**config.mk**
```make
export PLATFORM = sky130hd
export DESIGN_NAME = debouncer_bank
export DESIGN_NICKNAME = d
export VERILOG_FILES = /design/src/rtl/debouncer_pkg.sv /design/src/rtl/debounce_channel.sv /design/src/rtl/debouncer_bank.sv
export SDC_FILE = /design/constraint.sdc
export NUM_CORES = 1
export LEC_CHECK = 0
export CORE_MARGIN = 5
export CORE_UTILIZATION = 49
export DETAILED_ROUTE_END_ITERATION = 6
export HOLD_SLACK_MARGIN = 0.06
export PLACE_DENSITY = 0.76
export RECOVER_POWER = 100
export SLEW_MARGIN = 20
export SYNTH_ARGS = -nofsm -noshare
export SYNTH_HDL_FRONTEND = slang
export SYNTH_HIERARCHICAL = 1
export SYNTH_SLANG_ARGS = --single-unit
```
**constraint.sdc**
```tcl
create_clock -name clk_in -period 1.4 [get_ports clk_in]
set_input_delay 0.42 -clock clk_in [delete_from_list [all_inputs] [get_ports clk_in]]
set_output_delay 0.42 -clock clk_in [all_outputs]
set_load 0.05 [all_outputs]
```
**src/rtl/debouncer_pkg.sv**
```systemverilog
// rtl/debouncer_pkg.sv - shared types and constants for debouncer_bank
// Purpose: edge-mode selector for the pending flags and synchroniser depth.
// Contents:
//   edge_mode_t  which accepted edges set pending flags (rise, fall or both)
//   SYNC_STAGES  flop depth of the optional input synchroniser
package debouncer_pkg;

  typedef enum logic [1:0] {
    EDGE_RISE,
    EDGE_FALL,
    EDGE_BOTH
  } edge_mode_t;

  localparam int SYNC_STAGES = 2;

endpackage

```
**src/rtl/debounce_channel.sv**
```systemverilog
// rtl/debounce_channel.sv - single-channel counter filter with edge pulses
// Purpose: accepts a new level after MAX_COUNT consecutive mismatching samples.
// Ports:
//   clk_i          system clock
//   reset_i        synchronous reset, active-high
//   sample_i       synchronous input sample
//   level_o        debounced stable level
//   rise_o         one-cycle pulse, registered with the 0->1 level change
//   fall_o         one-cycle pulse, registered with the 1->0 level change
//   accept_rise_o  combinational: a 0->1 edge is accepted at the next clock
//   accept_fall_o  combinational: a 1->0 edge is accepted at the next clock
module debounce_channel #(
  parameter int   MAX_COUNT   = 16,
  parameter logic RESET_LEVEL = 1'b0
) (
  input  logic clk_i,
  input  logic reset_i,
  input  logic sample_i,
  output logic level_o,
  output logic rise_o,
  output logic fall_o,
  output logic accept_rise_o,
  output logic accept_fall_o
);

  localparam int CNT_W = (MAX_COUNT > 1) ? $clog2(MAX_COUNT) : 1;
  localparam logic [CNT_W-1:0] CNT_LAST = CNT_W'(MAX_COUNT - 1);

  logic [CNT_W-1:0] cnt_q, cnt_d;
  logic             level_q, level_d;
  logic             rise_q, rise_d;
  logic             fall_q, fall_d;

  // The counter only advances while the sample disagrees with the stable
  // level; any agreeing sample restarts filtering. It stops at CNT_LAST,
  // where the new level is taken, so it never wraps.
  always_comb begin
    level_d = level_q;
    cnt_d   = '0;
    rise_d  = 1'b0;
    fall_d  = 1'b0;
    if (sample_i != level_q) begin
      if (cnt_q == CNT_LAST) begin
        level_d = sample_i;
        rise_d  = sample_i;
        fall_d  = ~sample_i;
      end else begin
        cnt_d = cnt_q + CNT_W'(1);
      end
    end
  end

  always_ff @(posedge clk_i) begin
    if (reset_i) begin
      cnt_q   <= '0;
      level_q <= RESET_LEVEL;
      rise_q  <= 1'b0;
      fall_q  <= 1'b0;
    end else begin
      cnt_q   <= cnt_d;
      level_q <= level_d;
      rise_q  <= rise_d;
      fall_q  <= fall_d;
    end
  end

  assign level_o       = level_q;
  assign rise_o        = rise_q;
  assign fall_o        = fall_q;
  assign accept_rise_o = rise_d;
  assign accept_fall_o = fall_d;

endmodule

```
**src/rtl/debouncer_bank.sv**
```systemverilog
// rtl/debouncer_bank.sv - N-channel debouncer with sticky edge flags and IRQ
// Purpose: filters board buttons/switches, reports stable levels, edge pulses,
//   sticky pending flags (filtered by EDGE_MODE) and a masked interrupt.
// Option: DEBOUNCER_SYNC_EN adds a 2-flop synchroniser per channel in front
//   of the filter (2 cycles extra input latency).
// Ports:
//   clk_in          system clock
//   reset_in        synchronous reset, active-high
//   signal_in       raw inputs, one per channel
//   signal_out      debounced stable levels
//   is_rising_out   one-cycle pulse on accepted 0->1
//   is_falling_out  one-cycle pulse on accepted 1->0
//   pending_out     sticky edge flags
//   clear_in        per-channel clear of pending_out
//   irq_mask_in     per-channel interrupt enable
//   irq_out         |(pending_out & irq_mask_in)
module debouncer_bank
  import debouncer_pkg::*;
#(
  parameter int                  CHANNELS    = 8,
  parameter int                  MAX_COUNT   = 16,
  parameter logic [CHANNELS-1:0] RESET_VALUE = '0,
  parameter edge_mode_t          EDGE_MODE   = EDGE_BOTH
) (
  input  logic                clk_in,
  input  logic                reset_in,
  input  logic [CHANNELS-1:0] signal_in,
  output logic [CHANNELS-1:0] signal_out,
  output logic [CHANNELS-1:0] is_rising_out,
  output logic [CHANNELS-1:0] is_falling_out,
  output logic [CHANNELS-1:0] pending_out,
  input  logic [CHANNELS-1:0] clear_in,
  input  logic [CHANNELS-1:0] irq_mask_in,
  output logic                irq_out
);

  logic [CHANNELS-1:0] sample;
  logic [CHANNELS-1:0] accept_rise;
  logic [CHANNELS-1:0] accept_fall;
  logic [CHANNELS-1:0] set_evt;
  logic [CHANNELS-1:0] pending_q, pending_d;

`ifdef DEBOUNCER_SYNC_EN
  logic [CHANNELS-1:0] sync_q [SYNC_STAGES];

  // Resetting to RESET_VALUE keeps the filter from seeing a spurious
  // mismatch while the chain refills after reset.
  always_ff @(posedge clk_in) begin
    if (reset_in) begin
      for (int s = 0; s < SYNC_STAGES; s++) begin
        sync_q[s] <= RESET_VALUE;
      end
    end else begin
      sync_q[0] <= signal_in;
      for (int s = 1; s < SYNC_STAGES; s++) begin
        sync_q[s] <= sync_q[s-1];
      end
    end
  end

  assign sample = sync_q[SYNC_STAGES-1];
`else
  assign sample = signal_in;
`endif

  for (genvar i = 0; i < CHANNELS; i++) begin : g_chan
    debounce_channel #(
      .MAX_COUNT   (MAX_COUNT),
      .RESET_LEVEL (RESET_VALUE[i])
    ) u_chan (
      .clk_i         (clk_in),
      .reset_i       (reset_in),
      .sample_i      (sample[i]),
      .level_o       (signal_out[i]),
      .rise_o        (is_rising_out[i]),
      .fall_o        (is_falling_out[i]),
      .accept_rise_o (accept_rise[i]),
      .accept_fall_o (accept_fall[i])
    );
  end

  // Pending flags use the channels' accept strobes so a flag sets on the
  // same clock as the level change. Set has priority over clear so an edge
  // arriving with a clear is never lost.
  always_comb begin
    set_evt = '0;
    case (EDGE_MODE)
      EDGE_RISE: set_evt = accept_rise;
      EDGE_FALL: set_evt = accept_fall;
      default:   set_evt = accept_rise | accept_fall;
    endcase
    pending_d = (pending_q & ~clear_in) | set_evt;
  end

  always_ff @(posedge clk_in) begin
    if (reset_in) begin
      pending_q <= '0;
    end else begin
      pending_q <= pending_d;
    end
  end

  assign pending_out = pending_q;
  assign irq_out     = |(pending_q & irq_mask_in);

endmodule

```
# Word-level counts from Yosys, hierarchy flattened
# Index checks and enable logic that the tools add are counted.
[totals] regBits=64 ram_bits=0 input_bits=26 latch_bits=0 wordCells=127 romBits=0 out_inout_bits=33 mem_count=0
[classes] add_sub_neg=8 order_cmp=0 div_mod_pow=0 mul=0 eq_ne=16 n_bitwise=21 n_reduce_logical=17 shift=0 n_mux=32
[op_table] operator="adder 4 x 1 -> 4 bit (second input constant)" count=8
[op_table] operator="== test 4 bit (second input constant)" count=8
[op_table] operator="two-way mux 1 bit" count=32
[op_table] operator="OR reduction 3 bit" count=8
[op_table] operator="AND 8 bit" count=2
[op_table] operator="NOT 1 bit" count=16
[op_table] operator="bitwise OR 8 bit" count=2
[op_table] operator="AND reduction 2 bit" count=8
[op_table] operator="!= test 1 bit" count=8
[op_table] operator="NOT 8 bit" count=1
[op_table] operator="OR reduction 8 bit" count=1

# Logic depth before layout (Yosys ltp)
[logic_depth] word_depth=5 mapped_depth=5 ltp_nobuf=5

# Hierarchy
# The synthesis kept the hierarchy.
[by_module_without_submodules] module="debounce_channel" area_per_inst_um2=276.5 n_inst=8 cells_each=28 seq_area_each_um2=140.1
[by_module_without_submodules] module="debouncer_bank" area_per_inst_um2=321.6 n_inst=1 cells_each=38 seq_area_each_um2=160.2

# Worst setup path before layout
# Ideal clock, no wire load.
[synth_path] path_kind="register to output" startpoint="register pending_q[4], in the netlist pending_out[4]" endpoint="output irq_out" required_time_ns=0.980 slack_ns=-0.262 arrival_time_ns=1.242 stages_incl_launch_ff=3 path_buffers=0 cell_sequence="dfxtp_1 a22oi_1 nand4_1"
[synth_between] elab_chain_len=2
[synth_lines] element="from (decl)" line="debouncer_bank.sv:41" rtl="logic [CHANNELS-1:0] pending_q, pending_d;"
[synth_lines] element="from (signal assigned)" line="debouncer_bank.sv:99" rtl="pending_q <= pending_d;"
[synth_lines] element="AND 8 bit" line="debouncer_bank.sv:104" rtl="assign irq_out = |(pending_q & irq_mask_in);"
[synth_lines] element="OR reduction 8 bit" line="debouncer_bank.sv:104"
[synth_lines] element="to (decl)" line="debouncer_bank.sv:34" rtl="output logic irq_out"
# Every way passes these cells.

# Worst setup path in the final report
[layout_path] startpoint="register pending_q[0], in the netlist pending_out[0]" endpoint="output irq_out"
# Same word-level chain as after synthesis.

==> flow_summary.ini <==
[status]
outcome = complete, but fails checks
violations = negative setup slack

[logic_synthesis]
synth_area_leader_cell = dfxtp_1
synth-xor-area-share_pct = 8.296
synth-main-ff-cell = dfxtp_1
yosysWarnings = 6
synthArstFlopShare_pct = 0
synthSimpleGateAreaFrac_pct = 28.69
synth_top_family_by_area = simple AND/OR/NAND/NOR gates
synth_fp_nets = 296
synth_seq_cells = 64
synth_cell_types = 17
syn_avg_cell_area_sq_um = 9.671
synthCells = 262
synth-compound-area-share_pct = 2.765
synth_edf_count = 0
yosysSeqAreaShare_pct = 50.57
synthAdderAreaFrac_pct = 3.951
synth.top_cell.area_share_pct = 50.57
syn_area_sq_um = 2534
synth_area_leaders = dfxtp_1 51%, xor2_1 8.3%, nor2_1 7.1%
synth_mux_area_share_pct = 3.160

[detailed_routing]
met1_length_um = 2111
drc_errors = 0
wl_met3_um = 257
wl_per_cell_um = 11.99
drt-total-wl_um = 4928
routed.top_layer = met4
vias = 1929
drtAntennaViolNets = 0
wl_met2_um = 2420
viasPerCell = 4.693
drt_iter0_markers = 63
firstDrtPassIters = 4

[floorplan]
die-area_sq_um = 6709
row_count = 26
core_area_sq_um = 5075
ios = 59
die_h_um = 81.91
die_w_um = 81.91
start_util_pct = 49.93

[grt]
grt_usage_pct = 16.71
first_global_vias = 1834
grt_overflow = 0
antenna_found_initial = 0
grt_max_degree = 38
grt_pass1_wl_um = 8293

[clock_network]
cts_inserted_buffers = 9
cts.clk_slew.worst_paths_ns = 0.06
tritoncts = yes
hold_buffers = 0
clk_path_buf_depth = 2
cts_max_level = 3
clock_sinks = 64
cts-root-buf = clkbuf_8
clock_latency_ns = 0.34

[sta]
max_slew_margin_pct = 72.30
finalCritPeriodShare_pct = 115.8
worstMarginPinSlew_ns = 0.4154
setup_viol = 1
final_hold_viol_count = 0
worst_slack_ns = -0.2211
max_freq_mhz = 616.9
min_period_ns = 1.621
rsz0062_at_grt = yes
fin_hold_ws_ns = 0.4470
skew_ns = 0.006413
slew_viol_final = 0

[job]
cap_viol_max_count = 0

[pwr]
power.total_mw = 3.678
combPwrFrac_pct = 4.9
p_seq_share_pct = 50.4
p_leak_nw = 1.570
clkPwrFrac_pct = 44.7
intPower_mw = 2.909
p_per_area_nw_per_um2 = 1080
p_sw_share_pct = 20.91
irDropWorstVdd_uv = 782.9
power_switching_mw = 0.7689

[worst_setup_path]
cp_max_fo = 2
slowest_stage = dfxtp_4
crit_required_ns = 0.98
arrival_ns = 1.20
ff2ff_setup_slack_ns = 0.17
path_cells = a22oi_2 > nand4_1 > buf_6
path_buf_inv = 1
crit_type = reg -> out
critPathMaxStageDelay_ns = 0.35
crit_path_end_kind = output port
crit_family = flip-flops
worstSetupStartpointType = flip-flop

[layout]
syn_to_final_growth_pct = 34.42
layout-drive-gt1-share_pct = 25.51
nNetsFinal = 370
n_antenna_cell = 0
fillers = 426

[placed_design]
place.detailed.hpwl_um = 3617
place_congestion = 0.6926
port_buffers = 58

[hold_path]
hold_path_class = reg -> reg
==> worst paths after layout <==
kind / start / endpoint / cells after the start
max: pending_out[0] / irq_out / 3
min reg2reg: g_chan[1].u_chan/cnt_q[0] / g_chan[1].u_chan/cnt_q[0] / 1
max reg2reg: g_chan[2].u_chan/cnt_q[0] / pending_out[2] / 5
min: g_chan[1].u_chan/cnt_q[0] / g_chan[1].u_chan/cnt_q[0] / 1
==> per-stage QoR <==
stage / worst slack, ns / utilization, % / cell area, sq um / std cells / setup TNS (ns)
finish: -0.2211 / 67.11 / 3406 / 411 / -0.2211
global route: -0.3012 / 67.11 / 3406 / 411 / -0.5154
CTS: -0.2768 / 74.98 / 3805 / 410 / -0.2768
detailed placement: -0.4658 / 70.73 / 3590 / 393 / -3.989
global placement: -0.4577 / 70.73 / 3590 / 393 / -3.043
floorplan: -0.08878 / - / 2566 / 262 / -0.08878
==> Yosys cell counts (all sizes together), types with 4 or more instances <==
master	n
dfxtp	64
nor2	56
nand3	24
xor2	24
inv	16
nand2b	16
nor3	16
a21oi	8
and3	8
ha	8
mux2i	8
or2b	8
a22oi	4
==> cell type report <==
type                       count  area (sq um)  area share, %
sequential                    64          1309          38.43
timing repair buffer          64         573.1          16.83
clock buffer                  14         173.9          5.107
inverter                      16         60.06          1.763
multi-input combinational    181          1167          34.28
tap                           70         87.58          2.572
clock inverter                 2         35.03          1.029
==> sequential cells by signal, summed over array words and instances, names as in the netlist <==
name,cells
g_chan.u_chan/cnt_q,32
g_chan.u_chan/fall_o,8
g_chan.u_chan/level_o,8
g_chan.u_chan/rise_o,8
pending_out,8
==> cell families after synthesis <==
family / count (synthesis)
buf+inv: 17
compound gates: 12
flops: 64
simple gates: 129
xor+xnor: 24
fa+ha+maj: 8
mux: 8
==> power by group through the flow <==
stage	registers, mW	logic (mW)	clock network [mW]
after detailed placement	1.89	0.196	0
after floorplan	1.89	0.0779	0
after global routing	1.85	0.206	1.78
after CTS	1.85	0.189	1.69
after global placement	1.89	0.189	0
final	1.85	0.180	1.64
==> worst register-to-register path, delay by kind of cell (launching register included) <==
kind                     cells  cell delay [ns]
flip-flops                   1             0.33
AND/OR/NAND/NOR              3             0.48
AO/OA/AOI/OAI                1             0.07
adder cells (fa/ha/maj)      1             0.22
==> metal layers <==
| metal | vias to the layer above | track usage [%] |
|---|---|---|
| met5 | - | 0 |
| met4 | 0 | 10.96 |
| met3 | 11 | 4.167 |
| met2 | 39 | 26.90 |
| met1 | 869 | 19.62 |
| li1 | 1010 | - |
==> what timing repair did <==
action / in CTS / in global routing
setup buffers: 1 / 1
endpoints found under the setup margin: 1 / 10
endpoints found under the hold margin: 0 / 0
resized for setup: 10 / 9
pin swaps: 4 / 4
==> layout by cell type (no fill, tap or decap), types with 6 or more instances in the layout <==
cell type	Yosys	routed
inv_1	16	16
clkbuf_8	0	10
clkdlybuf4s50_1	0	17
xor2_1	24	24
or2b_1	8	8
and3_1	8	8
nor2_1	48	48
nand3_2	16	8
nor2_2	8	8
ha_1	8	8
dlygate4sd2_1	0	8
buf_12	0	6
nor3_1	16	16
dfxtp_2	0	13
dfxtp_1	64	48
buf_2	1	13
mux2i_1	8	8
nand2b_1	16	16
a21oi_1	8	8
buf_4	0	13
nand3_1	8	16
Power figures use the tool's default switching activity.
